$ cat config.mk
export PLATFORM = sky130hd
export DESIGN_NAME = hazard_unit
export DESIGN_NICKNAME = d
export VERILOG_FILES = /design/src/rtl/hazard_unit.sv
export SDC_FILE = /design/constraint.sdc
export NUM_CORES = 1
export LEC_CHECK = 0
export BUFFER_PORTS_ARGS = -buffer_cell sky130_fd_sc_hd__buf_2
export CORE_MARGIN = 2
export CORE_UTILIZATION = 40
export DETAILED_ROUTE_END_ITERATION = 6
export PLACE_DENSITY_LB_ADDON = 0.1
export SLEW_MARGIN = 25
export SYNTH_ARGS = -nofsm -noshare
export SYNTH_HDL_FRONTEND = slang
export SYNTH_SLANG_ARGS = --single-unit
$ cat constraint.sdc
create_clock -name clk -period 4.4 [get_ports clk]
set_input_delay 0.88 -clock clk [delete_from_list [all_inputs] [get_ports clk]]
set_output_delay 0.88 -clock clk [all_outputs]
set_load 0.05 [all_outputs]
$ cat src/rtl/hazard_unit.sv
// Hazard unit for the 5-stage core: RAW forwarding selects, load-use stall and branch flush.
// Optional feature macro: HAZARD_FORWARDING_EN (undefined = no forwarding, stall until producer reaches W).
module hazard_unit #(
   parameter int REG_ADDR_W = 5
) (
   input  logic                  clk,
   input  logic                  reset,
   input  logic                  valid_d,
   input  logic [REG_ADDR_W-1:0] rs1_d,
   input  logic [REG_ADDR_W-1:0] rs2_d,
   input  logic [REG_ADDR_W-1:0] rd_d,
   input  logic                  regwrite_d,
   input  logic                  load_d,
   input  logic                  pc_src_e,
   output logic [1:0]            fwd_a_e,
   output logic [1:0]            fwd_b_e,
   output logic                  stall_f,
   output logic                  stall_d,
   output logic                  flush_d,
   output logic                  flush_e
);

   logic [REG_ADDR_W-1:0] rs1_e, rs2_e, rd_e, rd_m, rd_w;
   logic                  regwrite_e, load_e, regwrite_m, regwrite_w;
   logic                  raw_stall;
   logic [1:0]            fwd_a, fwd_b;

   function automatic logic writes(input logic                  we,
                                   input logic [REG_ADDR_W-1:0] rd,
                                   input logic [REG_ADDR_W-1:0] r);
      return we && (rd == r) && (r != '0);
   endfunction

   function automatic logic [1:0] fwd_sel(input logic [REG_ADDR_W-1:0] r);
      if (writes(regwrite_m, rd_m, r))
         return 2'b10;
      else if (writes(regwrite_w, rd_w, r))
         return 2'b01;
      else
         return 2'b00;
   endfunction

`ifdef HAZARD_FORWARDING_EN
   always_comb begin
      fwd_a     = fwd_sel(rs1_e);
      fwd_b     = fwd_sel(rs2_e);
      raw_stall = valid_d && load_e &&
                  (writes(regwrite_e, rd_e, rs1_d) || writes(regwrite_e, rd_e, rs2_d));
   end
`else
   // Without forwarding the W stage and the E source fields only feed fwd_sel, which is unused.
   logic [1:0] unused_fwd;
   assign unused_fwd = fwd_sel(rs1_e) ^ fwd_sel(rs2_e) ^ {1'b0, load_e};

   always_comb begin
      fwd_a     = 2'b00;
      fwd_b     = 2'b00;
      raw_stall = valid_d &&
                  (writes(regwrite_e, rd_e, rs1_d) || writes(regwrite_e, rd_e, rs2_d) ||
                   writes(regwrite_m, rd_m, rs1_d) || writes(regwrite_m, rd_m, rs2_d));
   end
`endif

   // Reset overrides everything combinationally so a pending stall drops in the same cycle.
   always_comb begin
      fwd_a_e = 2'b00;
      fwd_b_e = 2'b00;
      stall_f = 1'b0;
      stall_d = 1'b0;
      flush_d = 1'b1;
      flush_e = 1'b1;
      if (!reset) begin
         fwd_a_e = fwd_a;
         fwd_b_e = fwd_b;
         stall_f = raw_stall && !pc_src_e;
         stall_d = raw_stall && !pc_src_e;
         flush_d = pc_src_e;
         flush_e = raw_stall || pc_src_e;
      end
   end

   // D -> E -> M -> W shadow pipeline; only the control bits are reset
   always_ff @(posedge clk) begin
      rs1_e <= rs1_d;
      rs2_e <= rs2_d;
      rd_e  <= rd_d;
      rd_m  <= rd_e;
      rd_w  <= rd_m;
      if (reset) begin
         regwrite_e <= 1'b0;
         load_e     <= 1'b0;
         regwrite_m <= 1'b0;
         regwrite_w <= 1'b0;
      end else begin
         regwrite_e <= valid_d && regwrite_d && !flush_e;
         load_e     <= valid_d && load_d && !flush_e;
         regwrite_m <= regwrite_e;
         regwrite_w <= regwrite_m;
      end
   end

endmodule

==> impl_metrics.py <==
metrics = {
    "synth": {
        "ys_top_cells_by_area": "dfxtp_1 41%, xnor2_1 30%, buf_4 6.4%, nand4_1 4.2%, nand2_1 3.8%",
        "synth_area_per_cell_sq_um": 9.82,
        "syn_area_sq_um": 589,
        "ys_ff_latch": 12,
        "ys_seq_area_share_pct": 40.8,
        "synth-xor-area-share_pct": 29.7,
        "synth_cells": 60,
        "ys_types": 16,
        "synth_top_family_by_area": "XOR/XNOR gates",
        "yosys.area_share.simple_pct": 14.6,
        "synth_top_area_cell": "dfxtp_1",
        "synthArstFlopShare_pct": 0,
        "synth.most_common_cell": "xnor2_1",
        "ys.flop_type": "dfxtp_1",
        "synth_edf_count": 0,
        "yosysTopAreaCellShare_pct": 40.8,
        "yosys_warnings": 0,
        "yosys-top-cells-count": "20 x xnor2_1, 12 x dfxtp_1, 6 x nand2_1",
        "muxShareOfSynthArea_pct": 0,
        "synthAdderAreaFrac_pct": 0,
        "synth-compound-area-share_pct": 7.22,
    },
    "final_layout": {
        "instances_no_fill": 100,
        "num_antenna_cells": 0,
        "fin_area_sq_um": 733,
        "nets": 107,
        "area_delta_synth_final_pct": 24.4,
        "drive_gt1_share_pct": 34.1,
    },
    "place": {
        "gp_congestion": 0.769,
        "place_inst": 96,
        "hpwl_microns": 913,
        "port_buffers": 23,
        "placed_area_sq_um": 697,
    },
    "worst_setup_path": {
        "crit_required_ns": 3.52,
        "r2r-end": "regwrite_e$_SDFF_PP0_",
        "timing.rr.start": "rd_e[2]$_DFF_P_",
        "path_class": "in2out",
        "rr_worst_depth": 5,
        "path_depth": 6,
        "critPathBufInv": 2,
        "cp_top_family": "simple AND/OR/NAND/NOR gates",
        "cp-end-kind": "output port",
        "ff2ff_setup_slack_ns": 3.11,
        "crit_path_cell_trace": "buf_2, or4_1, o21a_1, a32oi_2, nand2_1, buf_2",
        "critical-path-slowest-cell": "or4_1",
        "cpMostUsedCell": "buf_2",
        "crit_fanout": 3,
        "critPathLaunch": "rs1_d[3]",
        "max_stage_delay_ns": 0.52,
        "cp-start-kind": "primary input",
        "arrival_ns": 2.20,
    },
    "route": {
        "routed-via-count": 461,
        "drt_iter0_drc": 5,
        "drcViolationCount": 0,
        "post_drt_wl_per_cell_microns": 10.9,
        "drt_wl_total_microns": 1090,
        "via_per_inst": 4.61,
        "ant_nets": 0,
        "dr.pass1.iters": 4,
    },
    "global_route": {
        "overflow": 0,
        "grt_pass1_wl_microns": 1890,
        "grt_max_degree": 8,
        "grt_pass1_vias": 474,
        "grt.total_usage_pct": 14.7,
        "antenna_found_initial": 0,
    },
    "pwr": {
        "pwr-share-comb_pct": 18.0,
        "swShare_pct": 27.7,
        "power.internal_mw": 0.185,
        "power_density_nw_per_um2": 349,
        "clock_power_share_pct": 35.6,
        "ir_drop_mv": 0.191,
        "p_leak_nw": 0.295,
        "p_switching_mw": 0.0708,
        "seq_power_share_pct": 46.4,
    },
    "clock_tree": {
        "cts.sinks": 12,
        "htreeDepth": 1,
        "clk_pin_slew_ns": 0.08,
        "clk_latency_ns": 0.29,
        "clockBufferDepth": 2,
        "cts_tree": "done",
        "post_cts_buffers": 0,
        "ctsHoldBuffers": 0,
        "root_buffer": "clkbuf_4",
        "cts_made_buffers": 3,
        "ctsResizeCount": 0,
    },
    "floorplan": {
        "die_w_microns": 42.4,
        "rows": 13,
        "fp.dieH_microns": 42.4,
        "dieArea_sq_um": 1800,
        "coreArea_sq_um": 1330,
        "pin_count": 29,
        "initial_core_util_pct": 44.2,
    },
    "sta": {
        "timing.final.setup_violations": 0,
        "slew_violations": 0,
        "clock.fmax_mhz": 325,
        "finalCritPeriodShare_pct": 69.9,
        "tns_ns": 0,
        "hold_viol_final": 0,
        "post-route-min-period_ns": 3.08,
        "rsz0062_at_grt": "false",
        "skew_ns": 0.0124,
        "whs_ns": 0.380,
    },
    "worst_hold_path": {
        "hp-start": "rd_e[0]$_DFF_P_",
        "hold_end": "rd_m[0]$_DFF_P_",
        "min_path_type": "reg2reg",
        "hold_depth": 0,
    },
    "flow_run": {
        "cap_violations": 0,
    },
    "outcome": {
        "status": "finished, final reports clean",
    },
}
## cells by family (layout without fill, tap and decap cells)
kind of cell,count (synthesis),count (layout)
buf+inv,6,28
xor+xnor,20,20
compound gates,4,4
flops,12,12
other cells,1,4
simple gates,17,17
## sequential cells by signal (all words and copies together), names as in the netlist
name,flops
regwrite_e,1
rd_e,5
rd_m,5
regwrite_m,1
## per-layer routing
metal	up-vias	track usage (%)	routed length, microns
met5	-	0	0
met4	0	7.50	19
met3	2	7.76	98
met2	21	24.0	533
met1	196	15.1	436
li1	242	-	-
## worst max-delay path by stage
stage                   end  slack [ns]
global route        stall_f        1.26
global placement    stall_d        1.32
floorplan           stall_f        1.07
CTS                 stall_d        1.32
finish              flush_e        1.32
detailed placement  stall_d        1.32
## final cells by class
type	count	area [sq um]
inverter	1	3.75
tap	15	18.8
timing repair buffer	23	115
clock buffer	4	36.3
sequential	12	240
multi-input combinational	45	319
fill	131	601
## cell usage in the layout (no fill, tap or decap), types with 3 or more instances in the layout
cell	Yosys	layout
dfxtp_1	12	12
nand2_1	6	6
xnor2_1	20	20
buf_2	0	23
clkbuf_4	0	3
nor2_1	3	3
conb_1	1	4
nand4_1	4	4
## power by group through the flow
stage               clock [mW]  combinational, mW  sequential (mW)
global route             0.102             0.0500            0.120
CTS                     0.0940             0.0463            0.119
global placement             0             0.0457            0.121
finish                  0.0912             0.0460            0.119
floorplan                    0             0.0334            0.120
detailed placement           0             0.0462            0.121
## per-stage QoR
stage          power (mW)  utilization, %  setup WS [ns]
3_3_place_gp        0.167            52.3           1.32
4_1_cts             0.259            55.0           1.32
3_5_place_dp        0.168            52.3           1.32
2_1_floorplan       0.154               -           1.07
6_report            0.256            55.0           1.32
5_1_grt             0.272            55.0           1.26
(Power assumes the default switching activity.)
